==> src/rtl/led_pattern_gen.sv <==
// LED pattern generator: divides the clock into pattern steps and drives one of
// four patterns (binary count, bouncing scanner, PWM breathing, off) onto NUM_LEDS pins.
module led_pattern_gen #(
    parameter int NUM_LEDS = 8,
    parameter int STEP_DIV = 1000000,
    parameter int PWM_BITS = 4
) (
    input  logic                clock,
    input  logic                reset,
    input  logic                in_run,
    input  logic [1:0]          in_mode,
    output logic [NUM_LEDS-1:0] out_leds,
    output logic                out_step,
    output logic [1:0]          out_mode
);

    localparam int PRE_W = (STEP_DIV > 1) ? $clog2(STEP_DIV) : 1;
    localparam int POS_W = $clog2(NUM_LEDS);
    localparam logic [PRE_W-1:0]    PRE_LAST = PRE_W'(STEP_DIV - 1);
    localparam logic [POS_W-1:0]    POS_PEN  = POS_W'(NUM_LEDS - 2);
    localparam logic [PWM_BITS-1:0] LVL_MAX  = '1;
    localparam logic [PWM_BITS-1:0] LVL_PEN  = LVL_MAX - PWM_BITS'(1);

    typedef enum logic [1:0] {
        MODE_COUNT   = 2'd0,
        MODE_SCAN    = 2'd1,
        MODE_BREATHE = 2'd2,
        MODE_OFF     = 2'd3
    } mode_e;

    logic [PRE_W-1:0]    presc_q, presc_d;
    logic [PWM_BITS-1:0] pwm_q, pwm_d;
    mode_e               mode_q, mode_d;
    logic [NUM_LEDS-1:0] cnt_q, cnt_d;
    logic [POS_W-1:0]    pos_q, pos_d;
    logic                scan_dn_q, scan_dn_d;
    logic [PWM_BITS-1:0] lvl_q, lvl_d;
    logic                lvl_dn_q, lvl_dn_d;
    logic                step_q, step_d;

    always_comb begin
        presc_d   = presc_q;
        pwm_d     = pwm_q;
        mode_d    = mode_q;
        cnt_d     = cnt_q;
        pos_d     = pos_q;
        scan_dn_d = scan_dn_q;
        lvl_d     = lvl_q;
        lvl_dn_d  = lvl_dn_q;
        step_d    = 1'b0;
        if (in_run) begin
            pwm_d = pwm_q + PWM_BITS'(1);
            if (presc_q == PRE_LAST) begin
                presc_d = '0;
                step_d  = 1'b1;
                // A mode switch restarts the pattern from its initial state
                // instead of advancing it on this step.
                if (mode_e'(in_mode) != mode_q) begin
                    mode_d    = mode_e'(in_mode);
                    cnt_d     = '0;
                    pos_d     = '0;
                    scan_dn_d = 1'b0;
                    lvl_d     = '0;
                    lvl_dn_d  = 1'b0;
                end else begin
                    case (mode_q)
                        MODE_COUNT: cnt_d = cnt_q + NUM_LEDS'(1);
                        MODE_SCAN: begin
                            if (!scan_dn_q) begin
                                pos_d = pos_q + POS_W'(1);
                                if (pos_q == POS_PEN) scan_dn_d = 1'b1;
                            end else begin
                                pos_d = pos_q - POS_W'(1);
                                if (pos_q == POS_W'(1)) scan_dn_d = 1'b0;
                            end
                        end
                        MODE_BREATHE: begin
                            if (!lvl_dn_q) begin
                                lvl_d = lvl_q + PWM_BITS'(1);
                                if (lvl_q == LVL_PEN) lvl_dn_d = 1'b1;
                            end else begin
                                lvl_d = lvl_q - PWM_BITS'(1);
                                if (lvl_q == PWM_BITS'(1)) lvl_dn_d = 1'b0;
                            end
                        end
                        default: ;
                    endcase
                end
            end else begin
                presc_d = presc_q + PRE_W'(1);
            end
        end
    end

    always_ff @(posedge clock) begin
        if (reset) begin
            presc_q   <= '0;
            pwm_q     <= '0;
            mode_q    <= MODE_COUNT;
            cnt_q     <= '0;
            pos_q     <= '0;
            scan_dn_q <= 1'b0;
            lvl_q     <= '0;
            lvl_dn_q  <= 1'b0;
            step_q    <= 1'b0;
        end else begin
            presc_q   <= presc_d;
            pwm_q     <= pwm_d;
            mode_q    <= mode_d;
            cnt_q     <= cnt_d;
            pos_q     <= pos_d;
            scan_dn_q <= scan_dn_d;
            lvl_q     <= lvl_d;
            lvl_dn_q  <= lvl_dn_d;
            step_q    <= step_d;
        end
    end

    always_comb begin
        out_leds = '0;
        case (mode_q)
            MODE_COUNT:   out_leds = cnt_q;
            MODE_SCAN:    out_leds = NUM_LEDS'(1) << pos_q;
            MODE_BREATHE: out_leds = {NUM_LEDS{pwm_q < lvl_q}};
            default:      out_leds = '0;
        endcase
    end

    assign out_step = step_q;
    assign out_mode = mode_q;

endmodule

==> config.mk <==
export PLATFORM = sky130hd
export DESIGN_NAME = led_pattern_gen
export DESIGN_NICKNAME = d
export VERILOG_FILES = /design/src/rtl/led_pattern_gen.sv
export SDC_FILE = /design/constraint.sdc
export NUM_CORES = 1
export LEC_CHECK = 0
export CAP_MARGIN = 20
export CORE_AREA = 3 3 96 98
export DETAILED_ROUTE_END_ITERATION = 10
export DIE_AREA = 0 0 99 101
export DONT_BUFFER_PORTS = 1
export GPL_TIMING_DRIVEN = 0
export PLACE_DENSITY = 0.54
export SLEW_MARGIN = 20
export SYNTH_ARGS = -nofsm -noshare
export SYNTH_HDL_FRONTEND = slang
export SYNTH_SLANG_ARGS = --single-unit
==> constraint.sdc <==
create_clock -name clock -period 2.19 [get_ports clock]
set_input_delay 0.219 -clock clock [delete_from_list [all_inputs] [get_ports clock]]
set_output_delay 0.219 -clock clock [all_outputs]
set_load 0.01 [all_outputs]
Word-level counts from Yosys, hierarchy flattened
Cells that the tools add are included.
{ "word_totals": {"register_bits": 44, "input_bits": 5, "out_inout_bits": 11, "word_cells": 57} }
{ "classes": {"addsub": 7, "n_lt_le_gt_ge": 1, "eq_ne": 8, "shift": 1, "muxes": 21, "bitwise": 1, "reduce_logical": 9} }
{ "ops": {"columns": ["op", "n"], "rows": [
  ["8-bit case mux with 3 select lines", 1],
  ["20-bit by 1-bit adder with 20-bit output, second input constant", 1],
  ["20-bit == test, second input constant", 1],
  ["20-bit 2-to-1 mux", 1],
  ["8-bit 2-to-1 mux", 2],
  ["4-bit 2-to-1 mux", 3],
  ["3-bit AND reduction", 4],
  ["1-bit 2-to-1 mux", 11],
  ["3-bit 2-to-1 mux", 3],
  ["4-bit by 1-bit adder with 4-bit output, second input constant", 2],
  ["8-bit by 1-bit adder with 8-bit output, second input constant", 1],
  ["1-bit by 3-bit << shifter with 8-bit output, first input constant", 1],
  ["2-bit nonzero test", 3],
  ["4-bit by 1-bit == test with 1-bit output, second input constant", 1],
  ["4-bit == test, second input constant", 1],
  ["4-bit less-than comparator", 1],
  ["4-bit by 1-bit subtractor with 4-bit output, second input constant", 1],
  ["3-bit by 1-bit adder with 3-bit output, second input constant", 1],
  ["3-bit by 1-bit == test with 1-bit output, second input constant", 1],
  ["3-bit == test, second input constant", 1],
  ["3-bit by 1-bit subtractor with 3-bit output, second input constant", 1],
  ["2-bit by 1-bit == test with 1-bit output, second input constant", 1],
  ["2-bit == test, second input constant", 1],
  ["2-bit zero test", 1],
  ["3 further kinds", 3]
]} }

Logic depth before layout (Yosys ltp)
{ "depth": {"ltp_word": 5, "depth_mapped": 7, "ltp_nobuf": 6} }

Worst setup path after synthesis
Ideal clock, no wire load.
{ "synth_timing": {"path_type": "register to register", "start": "register presc_q[0]", "end": "register lvl_q[1]", "setup_ps": 87, "t_arrival_ps": 2181, "t_required_ps": 2103, "setup_slack_ps": -78, "stages_incl_launch_ff": 7, "path_buffers": 0, "synth_period_minus_slack_ps": 2268, "cell_sequence": "dfxtp_1 -> ha_1 -> nand4_1 -> or4_4 -> or3_4 -> or4_1 -> o31ai_1"} }
{ "synth_via": {"elab_chain_len": 2} }
{ "synth_rtl": {"columns": ["item", "line_no", "text"], "rows": [
  ["from (decl)", "31", "logic [PRE_W-1:0] presc_q, presc_d;"],
  ["from (signal assigned)", "107", "presc_q <= presc_d;"],
  ["20-bit == test", "53", "if (presc_q == PRE_LAST) begin"],
  ["3-bit AND reduction (no source line)", null, null],
  ["to (signal assigned)", "113", "lvl_q <= lvl_d;"],
  ["to (decl)", "37", "logic [PWM_BITS-1:0] lvl_q, lvl_d;"]
]} }
No other way between the ends.
A chain may end at the register's enable or synchronous reset.

Final worst setup path
{ "layout_timing": {"start": "register presc_q[7]", "end": "register lvl_q[1]"} }
The elaborated chain is that of the path after synthesis.

==> results.md <==
* Status: finished, violations left
* Violated checks: setup timing
* Setup violators final at 3
* Fmax at around 430 MHz
* Final hold vios at 0
* FF+latch count, synth at 44
* Port Buf Inserts at 0
* Core Rows at 34
* WL/cell at around 14 microns
* Net Switching at about 0.00034 W
* Leakage at about 1.0 nW
* Clock-pin slew on the worst setup and hold paths at ~0.090 ns
* Power Total at 0.00154 W
* Post-DRT Antenna Nets at 0
* Area Growth Syn to Fin at 19.0%
* H-tree lvl count at 2
* Final Net Count at about 330
* Diode count at 0
* Min cycle time layout at 2.30 ns
* Post-synthesis sequential area ratio at 0.360
* Synth area leaders: dfxtp_1 36%, ha_1 8.7%, nor2_1 6.6%, xor2_1 6.1%, a21oi_1 3.7%
* WP data required at between 2 and 2.5 ns
* Crit path cell chain: or4b_1 > or4_4 > or3_4 > or4_1 > o31ai_1
* Synthesized area per cell at about 8.5 sq um
* Maximum root-to-sink buffer count at 2
* Post-synth EDFFs at 0
* Largest net degree at the start of global routing at 15
* Sink Count at 44
* Slew Viols, Final at 0
* GPL Wtd Cong at roughly 0.78
* Top_reg_cell synth: dfxtp_1
* Initial antenna violation count at 0
* WP depth at 5
* CP Max Fanout at 6
* Horiz. Die Dim at roughly 99 microns
* HPWL after DPL at between 4000 and 5000 microns
* Netlist cell types at 43
* Die Ht at around 100 microns
* Sw frac at 0.219
* Non-filler instance count after layout at 414
* Post-synth top area share at 0.360
* Max Cap Viol at 0
* Initial Utilization at 0.286
* First-pass GRT wire length at approximately 9600 microns
* Number of global-route vias before repair at just under 2k
* Total die area at approximately 0.01 sq mm
* Setup ws final at -0.111 ns
* Endpoint class of the critical path: flip-flop
* Maximum vdd drop at 0.223 mV
* Fin Clk Skew at 0.0140 ns
* PD cells at roughly 530 mW/mm^2
* Gr usage total at 0.118
* Hold Crit Depth at 1
* Mapped cell area at between 0.002 and 0.0025 sq mm
* Hold crit path type: input pin to flip-flop
* Sequential Power Share at 0.527
* RSZ-0062 raised after global routing: yes
* TritonCTS clock tree: built
* Layout cells sized above 1 at 0.173
* Drt via density at between 5 and 6
* Delay-heaviest family, CP: simple AND/OR/NAND/NOR gates
* Part of the power in the clock network at 0.430
* Setup Crit Path Kind: flip-flop to flip-flop
* FILL cells at 875
* FF-to-FF path depth at 5
* Crit path DAT at around 2.5 ns
* Gr ovfl total at 0
* Placed Cells at approximately 390
* Cells after Synth at ~290
* CP Buf/Inv Count at 0
* Relative slew slack at 0.473
* First-pass iteration count of the detailed router at 4
* Clock root buffer master: clkbuf_8
* Core area at 0.00855 sq mm
* CTS Buf Count at 5
* Internal at approximately 0.0012 W
* Number of DRC markers in iteration 0 at 150
* Net Count, Synth at between 300 and 400
* I/O pins at 16
* DRC viols at 0
* Top cell type by total area after synthesis: dfxtp_1
* CP max-delay cell: or4b_1
* Fin crit share at 1.05
* Slew @ Worst Pin at just under 0.8 ns
* Synth Warn # at 0
* FFs w/ async S/R, synth at 0
* DR vias at 2097
* Detailed Route WL at 5690 microns
* Gate power share at 0.042
* CP peak stage delay at 0.50 ns
* Startpoint types: flip-flop
* Clk_lat worst skew at about 0.30 ns
==> power groups by stage <==
| stage | Combinational [W] | Clock, W | Sequential, W |
|---|---|---|---|
| floorplan | 0.0000451 | 0 | 0.000833 |
| global placement | 0.0000564 | 0 | 0.000835 |
| detailed placement | 0.0000584 | 0 | 0.000835 |
| CTS | 0.0000604 | 0.000690 | 0.000816 |
| global route | 0.0000747 | 0.000710 | 0.000815 |
| finish | 0.0000654 | 0.000664 | 0.000814 |
==> final cells by class <==
type	count	area [sq um]	share of cell area
buffer	11	60.1	0.0206
clock buffer	6	82.6	0.0284
clock inverter	2	38.8	0.0133
inverter	10	37.5	0.0129
multi-input combinational	221	1560	0.535
sequential	44	893	0.307
tap	108	135	0.0464
timing repair buffer	12	105	0.0361
==> state kept, by name (all words and copies together), names as in the netlist <==
name       count
presc_q       20
cnt_q          8
lvl_q          4
pwm_q          4
pos_q          3
out_mode       2
lvl_dn_q       1
out_step       1
scan_dn_q      1
==> routing by layer <==
metal,vias to the layer above,wire [microns],global-route usage
met5,-,0,0
met4,0,45,0.0305
met3,5,113,0.0228
met2,18,2850,0.200
met1,1014,2680,0.153
li1,1060,-,-
==> placed cells by master, fill, tap and decap left out, drive strengths merged, types with 5 or more instances in the layout <==
master,count
inv,10
nand4,8
nor2,43
a21oi,18
buf,14
o21ai,10
mux2i,5
ha,17
a221o,8
nand2,16
dfxtp,44
or3,9
or4,5
xor2,17
nand3,10
xnor2,9
clkbuf,15
==> path summary, 6_finish.rpt <==
kind                                 to                    start  slack (ns)
setup / recovery  lvl_q[1]$_SDFFE_PP0P_  presc_q[7]$_SDFFE_PP0P_       -0.11
hold / removal    lvl_q[0]$_SDFFE_PP0P_                    reset        0.04
setup reg to reg  lvl_q[1]$_SDFFE_PP0P_  presc_q[7]$_SDFFE_PP0P_       -0.11
hold reg to reg   cnt_q[7]$_SDFFE_PP0P_    cnt_q[7]$_SDFFE_PP0P_        0.51
==> cell families (layout without fill, tap and decap cells) <==
| group | after synthesis | count (layout) | share of synthesized area |
|---|---|---|---|
| mux | 5 | 5 | 0.0205 |
| fa+ha+maj | 17 | 17 | 0.0870 |
| xor+xnor | 26 | 26 | 0.0931 |
| flops | 44 | 44 | 0.360 |
| compound gates | 52 | 52 | 0.143 |
| simple gates | 121 | 121 | 0.263 |
| buf+inv | 21 | 41 | 0.0338 |
==> repair_timing <==
action | CTS | global route
pin swaps | 1 | 14
resized for setup | 18 | 25
endpoints found under the setup margin | 45 | 42
buffers inserted | 4 | 7
hold buffers | 0 | 0
gates cloned | 0 | 1
==> synthesized netlist by cell type, types with 2 or more instances <==
cell type and instances:
o21ai_0 10, or4b_1 2, nor2b_1 2, nand3_1 10, clkbuf_1 10, nand4_1 8
nand3b_1 3, a211oi_1 2, mux2i_1 5, and3_1 3, o32ai_1 3, a21oi_1 18
nand2_1 16, a21o_1 2, nor3_1 3, dfxtp_1 44, nor2_1 43, inv_1 10
and2_1 2, and4_1 2, xor2_1 17, nor4_1 3, or3_1 8, or4_1 3
or3b_2 2, ha_1 17, nand2b_1 3, a221o_1 8, xnor2_1 9, or4_4 2
o21a_1 4
==> per-stage QoR <==
step / util / setup slack (ns) / hold WS (ns) / cell area [sq um] / setup TNS, ns
2_1_floorplan: - / -0.0254 / 0.334 / 2440 / -0.0254
3_3_place_gp: 0.302 / -0.269 / 0.363 / 2580 / -9.11
3_5_place_dp: 0.302 / -0.359 / 0.367 / 2580 / -12.38
4_1_cts: 0.326 / -0.0864 / 0.0346 / 2780 / -0.121
5_1_grt: 0.340 / -0.143 / 0.0364 / 2910 / -1.21
6_report: 0.340 / -0.111 / 0.0415 / 2910 / -0.120
(Power assumes the default switching activity.)
